$ cat config.mk
export PLATFORM = sky130hd
export DESIGN_NAME = fp16_mul
export DESIGN_NICKNAME = d
export VERILOG_FILES = /design/src/rtl/fp16_pkg.sv /design/src/rtl/fp16_mul_core.sv /design/src/rtl/fp16_mul.sv
export SDC_FILE = /design/constraint.sdc
export NUM_CORES = 1
export LEC_CHECK = 0
export BUFFER_PORTS_ARGS = -buffer_cell sky130_fd_sc_hd__clkbuf_2
export CAP_MARGIN = 40
export CORE_AREA = 5 5 98 145
export DETAILED_ROUTE_END_ITERATION = 10
export DIE_AREA = 0 0 103 150
export GPL_ROUTABILITY_DRIVEN = 0
export HOLD_SLACK_MARGIN = 0.15
export PLACE_DENSITY = 0.72
export SLEW_MARGIN = 0
export SYNTH_ARGS = -nofsm -noshare
export SYNTH_HDL_FRONTEND = slang
export SYNTH_HIERARCHICAL = 1
export SYNTH_SLANG_ARGS = --single-unit
$ cat constraint.sdc
create_clock -name clk -period 1 [get_ports clk]
set_input_delay 0.05 -clock clk [delete_from_list [all_inputs] [get_ports clk]]
set_output_delay 0.05 -clock clk [all_outputs]
set_load 0.02 [all_outputs]
$ cat src/rtl/fp16_pkg.sv
// Shared definitions for the binary16 multiplier: field widths, bias,
// special encodings and the packed operand layout.
package fp16_pkg;

  localparam int EXP_W  = 5;
  localparam int FRAC_W = 10;
  localparam int BIAS   = 15;

  localparam logic [15:0] QNAN    = 16'h7E00;
  localparam logic [15:0] POS_INF = 16'h7C00;

  typedef struct packed {
    logic              sign;
    logic [EXP_W-1:0]  exp;
    logic [FRAC_W-1:0] frac;
  } fp16_t;

endpackage

$ cat src/rtl/fp16_mul_core.sv
// Combinational binary16 multiply: classify, multiply significands,
// normalise, round to nearest even, then pack with FTZ/overflow handling.
module fp16_mul_core
  import fp16_pkg::*;
(
  input  logic [15:0] i_a,
  input  logic [15:0] i_b,
  output logic [15:0] o_p
);

  localparam logic signed [7:0] BIAS_S = BIAS[7:0];

  fp16_t w_a;
  fp16_t w_b;
  logic  w_sign;
  logic  w_a_zero, w_b_zero, w_a_inf, w_b_inf, w_a_nan, w_b_nan;

  logic [21:0]        w_sig_a;
  logic [21:0]        w_sig_b;
  logic [21:0]        w_prod;
  logic signed [7:0]  w_exp_sum;

  logic               w_norm;
  logic [FRAC_W-1:0]  w_frac;
  logic               w_guard;
  logic               w_sticky;
  logic               w_round_up;
  logic [FRAC_W:0]    w_frac_rnd;
  logic signed [7:0]  w_exp_fin;

  assign w_a    = i_a;
  assign w_b    = i_b;
  assign w_sign = w_a.sign ^ w_b.sign;

  // Zero covers subnormals too: they are flushed on input.
  assign w_a_zero = (w_a.exp == 5'd0);
  assign w_b_zero = (w_b.exp == 5'd0);
  assign w_a_inf  = (w_a.exp == 5'h1F) && (w_a.frac == 10'd0);
  assign w_b_inf  = (w_b.exp == 5'h1F) && (w_b.frac == 10'd0);
  assign w_a_nan  = (w_a.exp == 5'h1F) && (w_a.frac != 10'd0);
  assign w_b_nan  = (w_b.exp == 5'h1F) && (w_b.frac != 10'd0);

  assign w_sig_a   = {11'd0, 1'b1, w_a.frac};
  assign w_sig_b   = {11'd0, 1'b1, w_b.frac};
  assign w_prod    = w_sig_a * w_sig_b;
  assign w_exp_sum = $signed({3'b000, w_a.exp}) + $signed({3'b000, w_b.exp}) - BIAS_S;

  // Normalise the 22-bit product and derive fraction, guard and sticky.
  always_comb begin
    w_norm   = w_prod[21];
    w_frac   = 10'd0;
    w_guard  = 1'b0;
    w_sticky = 1'b0;
    if (w_norm) begin
      w_frac   = w_prod[20:11];
      w_guard  = w_prod[10];
      w_sticky = |w_prod[9:0];
    end else begin
      w_frac   = w_prod[19:10];
      w_guard  = w_prod[9];
      w_sticky = |w_prod[8:0];
    end
  end

  // Round to nearest even; a carry out of the fraction bumps the exponent.
  always_comb begin
    w_round_up = w_guard & (w_sticky | w_frac[0]);
    w_frac_rnd = {1'b0, w_frac} + {10'd0, w_round_up};
    w_exp_fin  = w_exp_sum
               + (w_norm        ? 8'sd1 : 8'sd0)
               + (w_frac_rnd[10] ? 8'sd1 : 8'sd0);
  end

  // Select the result by special-case priority, then range-check normals.
  always_comb begin
    o_p = 16'h0000;
    if (w_a_nan || w_b_nan || (w_a_inf && w_b_zero) || (w_b_inf && w_a_zero)) begin
      o_p = QNAN;
    end else if (w_a_inf || w_b_inf) begin
      o_p = {w_sign, POS_INF[14:0]};
    end else if (w_a_zero || w_b_zero) begin
      o_p = {w_sign, 15'd0};
    end else if (w_exp_fin >= 8'sd31) begin
      o_p = {w_sign, POS_INF[14:0]};
    end else if (w_exp_fin <= 8'sd0) begin
      o_p = {w_sign, 15'd0};
    end else begin
      // A rounding carry leaves w_frac_rnd[9:0] at zero, as required.
      o_p = {w_sign, w_exp_fin[4:0], w_frac_rnd[9:0]};
    end
  end

endmodule

$ cat src/rtl/fp16_mul.sv
// Binary16 multiplier top: combinational core plus one register stage
// for the product and the valid flag. Product holds when no valid input.
module fp16_mul
  import fp16_pkg::*;
(
  input  logic        clk,
  input  logic        rst,
  input  logic        in_valid,
  input  logic [15:0] a,
  input  logic [15:0] b,
  output logic        out_valid,
  output logic [15:0] p
);

  logic [15:0] w_p;
  logic [15:0] r_p;
  logic        r_valid;

  fp16_mul_core u_core (
    .i_a (a),
    .i_b (b),
    .o_p (w_p)
  );

  // Output stage: capture product on valid input, track valid every cycle.
  always_ff @(posedge clk or posedge rst) begin
    if (rst) begin
      r_p     <= 16'h0000;
      r_valid <= 1'b0;
    end else begin
      r_valid <= in_valid;
      if (in_valid) begin
        r_p <= w_p;
      end
    end
  end

  assign p         = r_p;
  assign out_valid = r_valid;

endmodule

==> qor.csv, run 1 <==
stage,metric,value,unit
die,initial_core_util,0.482,
critical_path,crit_path_start,a[5],
synth,syn-cell-area,6210,µm²
critical_path,reg2regPathDepth,1,
timing,rsz0062_at_grt,yes,
clock_network,clk_path_buf_depth,2,
synth,synthTopCellsByCount,"inv_1 (134), fa_1 (81), nand2_1 (78), ha_1 (71), nor2_1 (48)",
clock_network,worstSkewPairLatency,240,ps
synth,synth_top_family_by_area,adder cells,
run,cap_violations,0,
clock_network,clock-sinks,17,
timing,hold_viol,0,
grt,antenna_found_initial,0,
timing,finalClockSkew,0,ps
clock_network,cts-root-buf,clkbuf_16,
grt,grtUsageTotal,0.243,
synth,ys.flop_type,dfrtp_1,
critical_path,critPathMaxFanout,8,
synth,ys_seq_area_frac,0.0685,
routing,viasPerCell,5.40,
critical_path,crit_path_top_delay_cell,fa_1,
run_status,outcome,"complete, but fails checks",
routing,drc_errors,0,
timing,worst_slack,-6440,ps
die,design.core.area,12900,µm²
layout,layout-drive-gt1-share,0.394,
die,die_w,103,µm
clock_network,htree_levels,1,
synth,synth_top_cells_by_area,"fa_1 (26%), ha_1 (14%), inv_1 (8.1%)",
placement,numPortBuffers,51,
routing,first_pass_iters,4,
layout,fin_nets,1169,
routing,antenna_left,0,
synth,yosys.area_share.adder,0.404,
worst_hold_path,hp-class,in2reg,
clock_network,cts_buffers,3,
synth,synth_top_area_cell,fa_1,
timing,slew_viol_final,0,
synth,synth_compound_area_frac,0.121,
die,chipHeight,150,µm
die,row_count,51,
timing,fin_crit,7440,ps
routing,vias,6152,
critical_path,path_class,in2reg,
critical_path,worst-r2r-setup-slack,220,ps
synth,synth.top_cell.area_share,0.261,
die,io_pins,52,
synth,synth-xor-area-share,0.0437,
synth,yosysMostFrequentCell,inv_1,
critical_path,r2r_end,p[2]$_DFFE_PP0P_,
critical_path,critical_path.endpoint,p[7]$_DFFE_PP0P_,
critical_path,r2r_start,p[2]$_DFFE_PP0P_,
critical_path,arrival,7570,ps
placement,dp.cells,1123,
critical_path,crit_top_cell,fa_1,
timing,fmax,134,MHz
layout,instances_no_fill,1140,
synth,ys_seq_elements,17,
critical_path,cpPeakStageDelay,540,ps
synth,synth_edf_count,0,
layout,area_growth,42.6,%
grt,grt_max_degree,18,
grt,overflow,0,
synth,mappedNetlistNets,938,
critical_path,startpoint_type,primary input,
layout,antenna_cells,0,
run_status,violations,negative setup slack,
synth,synthSimpleGateAreaFrac,0.204,
worst_hold_path,hold_path_depth,4,
critical_path,crit_required,1130,ps
clock_network,cts_tree,done,
synth,synth.area.mux_share,0.0536,
synth,ys_types,68,
placement,dpl_worst_slack,-6880,ps
synth,synth-async-reset-ratio,1.00,
timing,min_period_over_period,7.44,
synth,synth-warning-count,6,
timing,worstMarginPinSlew,431,ps
synth,synth.avg_cell_area,8.27,µm²
grt,grt_pass1_wl,30100,µm
routing,wl,18600,µm
timing,slew_headroom,0.712,
critical_path,end_kind,flop,
routing,avgRoutedWirePerCell,16.3,µm
grt,grt_pass1_vias,6672,
synth,synth_cells,751,
routing,drt_iter0_drc,233,
die,dieArea,15500,µm²
placement,hpwl,14900,µm
timing,setup_violations,16,
clock_network,cts.reportedPaths.clkPinSlew,50,ps
[state kept, by name, summed over array words and instances (netlist names)]
name / count
p: 16
out_valid: 1
[area by class of cell]
cell class | instances | area, µm²
fill | 940 | 4030
timing repair buffer | 257 | 2050
clock buffer | 3 | 75.1
tap | 159 | 199
clock inverter | 1 | 5.00
multi-input combinational | 569 | 5590
inverter | 134 | 523
sequential | 17 | 425
[kinds of logic after synthesis]
group                      after synthesis
AOI/OAI and AO/OA                      108
and+or+nand+nor                        250
xor gates and xnor gates                31
DFF                                     17
muxes                                   27
buffers and inverters                  166
adders and majority gates              152
[metrics by stage]
step / hold slack, ps / instance area (µm²) / utilization / setup TNS (ps)
5_1_grt: 249 / 8860 / 0.688 / -98940
3_5_place_dp: 53.4 / 8110 / 0.629 / -102290
2_1_floorplan: -23.9 / 6560 / - / -97580
3_3_place_gp: 46.8 / 8110 / 0.629 / -100060
6_report: 219 / 8860 / 0.688 / -93940
4_1_cts: 225 / 8540 / 0.663 / -92160
[worst min-delay path by stage]
stage / to / slack [ps] / startpoint
after floorplan: out_valid$_DFF_PP0_ / -20 / rst
after global placement: p[11]$_DFFE_PP0P_ / 50 / rst
after detailed placement: p[11]$_DFFE_PP0P_ / 50 / rst
after CTS: p[15]$_DFFE_PP0P_ / 230 / a[15]
after global routing: p[15]$_DFFE_PP0P_ / 250 / a[15]
final: p[15]$_DFFE_PP0P_ / 220 / a[15]
[cell usage in the layout, fill, tap and decap left out, types with 9 or more instances in the layout]
cell type,Yosys,final
a21oi_1,26,19
dfrtp_1,17,17
xnor2_1,23,23
and3_1,13,9
nor3_1,11,10
nand3_1,14,12
inv_1,134,117
clkbuf_2,0,34
mux2_4,10,11
nand2_1,78,73
inv_2,0,12
mux2_2,10,9
fa_1,81,74
buf_4,0,197
nor2_1,48,41
o21ai_0,21,14
ha_1,71,53
and2_1,42,35
ha_4,0,13
[critical path, delay by kind of cell]
family | cells | cell delay [ps]
fa+ha+maj | 9 | 3210
simple gates | 14 | 2380
compound gates | 8 | 1260
buf+inv | 5 | 390
mux | 1 | 250
[metal layers]
metal,up-vias,GRT usage,part of all wire
met2,184,0.468,0.56
met1,2983,0.259,0.36
met3,67,0.0135,0.033
met5,-,0,0
met4,0,0.120,0.052
li1,2918,-,-
[timing repair]
item	in CTS	in global routing
pin swaps	37	56
setup buffers	3	6
gates cloned	1	1
hold endpoints to repair	18	0
endpoints found under the setup margin	16	16
hold buffers	2	0
resized for setup	69	64
Power of run 1 is not shown: default switching activity piles up to over one toggle a cycle in this logic, so the estimate is an artifact.
==> run 2: changes to the inputs <==
--- a/config.mk
+++ b/config.mk
@@ -7,9 +7,9 @@
 export LEC_CHECK = 0
 export BUFFER_PORTS_ARGS = -buffer_cell sky130_fd_sc_hd__clkbuf_2
 export CAP_MARGIN = 40
-export CORE_AREA = 5 5 98 145
+export CORE_AREA = 4 4 97 144
 export DETAILED_ROUTE_END_ITERATION = 10
-export DIE_AREA = 0 0 103 150
+export DIE_AREA = 0 0 101 148
 export GPL_ROUTABILITY_DRIVEN = 0
 export HOLD_SLACK_MARGIN = 0.15
 export PLACE_DENSITY = 0.72
==> run 2 against run 1 <==
The run still ends with negative setup slack left. Final cell count rose by 0.26%. Final area rose by 1.7%. Critical path depth fell by 3. Register-to-register slack got worse by 30 ps. Highest routed layer unchanged. Largest cell class unchanged. Global-route usage rose by 0.58 points. Hold slack improved by 14 ps. First-iteration DRC count rose by 6.9%. Non-clock buffer count rose by 6. Die area fell by 3.2%. Worst setup slack improved by 57 ps. Clock skew did not move. Utilization rose by 2.9 points.
==> qor.csv, run 2 (same netlist as run 1, synthesis figures left out) <==
stage,metric,value,unit
timing,slew_headroom,0.696,
timing,min_period_over_period,7.38,
die,design.core.area,12600,µm²
layout,final_common_cell,buf_4,
layout,area_growth,45.0,%
critical_path,cpPeakStageDelay,590,ps
grt,grtUsageTotal,0.249,
placement,hpwl,14300,µm
grt,grt_max_degree,18,
critical_path,crit_required,1130,ps
timing,finalClockSkew,0,ps
clock_network,cts_buffers,3,
routing,viasPerCell,5.40,
placement,dp.cells,1116,
grt,antenna_found_initial,0,
layout,fin_nets,1175,
critical_path,crit_top_cell,fa_1,
die,dieArea,14900,µm²
layout,antenna_cells,0,
critical_path,end_kind,flop,
critical_path,critPathMaxFanout,7,
layout,largest_reg_flops,16,
timing,worstMarginPinSlew,452,ps
routing,drt_iter0_drc,249,
grt,overflow,0,
timing,hold_ws,234,ps
clock_network,clock-sinks,17,
routing,vias,6171,
placement,numPortBuffers,51,
clock_network,worstSkewPairLatency,240,ps
clock_network,clk_path_buf_depth,2,
timing,fin_crit,7380,ps
critical_path,arrival,7510,ps
timing,worst_slack,-6380,ps
clock_network,cts_tree,done,
critical_path,worst-r2r-setup-slack,190,ps
die,row_count,50,
die,chipHeight,148,µm
routing,avgRoutedWirePerCell,16.5,µm
layout,instances_no_fill,1143,
timing,fmax,135,MHz
critical_path,startpoint_type,primary input,
routing,wl,18900,µm
clock_network,htree_levels,1,
routing,drc_errors,0,
grt,grt_pass1_vias,6697,
routing,first_pass_iters,4,
critical_path,crit_path_top_delay_cell,fa_1,
grt,grt_pass1_wl,30600,µm
run_status,violations,negative setup slack,
layout,layout-drive-gt1-share,0.416,
timing,slew_viol_final,0,
die,initial_core_util,0.494,
routing,antenna_left,0,
timing,hold_viol,0,
timing,rsz0062_at_grt,yes,
clock_network,cts.reportedPaths.clkPinSlew,50,ps
die,io_pins,52,
timing,setup_violations,16,
run_status,outcome,"complete, but fails checks",
clock_network,cts-root-buf,clkbuf_16,
worst_hold_path,hp-class,in2reg,
die,die_w,101,µm
layout,fin_util,0.716,
critical_path,path_class,in2reg,
layout,mostFrequentLayoutCells,"buf_4 (202), inv_1 (116), fa_1 (72)",
run,cap_violations,0,
-- run 2: final cells by class --
| type | instances | area, µm² |
|---|---|---|
| timing repair buffer | 263 | 2100 |
| sequential | 17 | 425 |
| clock inverter | 1 | 5.00 |
| clock buffer | 3 | 75.1 |
| inverter | 134 | 518 |
| tap | 156 | 195 |
| multi-input combinational | 569 | 5690 |
| fill | 863 | 3570 |
-- run 2: stage by stage --
| step | area [µm²] | setup TNS (ps) | setup slack (ps) |
|---|---|---|---|
| after floorplan | 6560 | -97580 | -6680 |
| after global placement | 8080 | -99710 | -6720 |
| after detailed placement | 8080 | -101500 | -6860 |
| after CTS | 8690 | -91350 | -6180 |
| after global routing | 9010 | -97350 | -6580 |
| final | 9010 | -94220 | -6380 |
-- run 2: worst paths after layout --
path,startpoint,to,cells past startpoint
max in group asynchronous,rst,p[8]$_DFFE_PP0P_,4
worst min register to register,p[4]$_DFFE_PP0P_,p[4]$_DFFE_PP0P_,1
worst min-delay path,a[15],p[15]$_DFFE_PP0P_,4
worst max register to register,p[3]$_DFFE_PP0P_,p[3]$_DFFE_PP0P_,1
worst max-delay path,a[8],p[7]$_DFFE_PP0P_,34
min in group asynchronous,rst,p[12]$_DFFE_PP0P_,4
-- run 2: worst max-delay path, delay by kind of cell --
family / cells / cell delay (ps)
AOI/OAI and AO/OA: 8 / 1620
adders and majority gates: 9 / 3140
buffers and inverters: 4 / 470
muxes: 2 / 480
and+or+nand+nor: 11 / 1770
-- run 2: what timing repair did --
item,CTS,global route
endpoints found under the setup margin,16,16
hold buffers,2,0
pin swaps,46,50
buffers inserted,10,11
cloned,2,0
resized for setup,92,54
endpoints found under the hold margin,18,0
-- run 2: metal layers --
| metal | global-route usage | wire (µm) |
|---|---|---|
| met5 | 0 | 0 |
| met3 | 0.0104 | 494 |
| met4 | 0.119 | 1140 |
| met1 | 0.271 | 6800 |
| met2 | 0.480 | 10500 |
Power of run 2 is left out for the same reason.
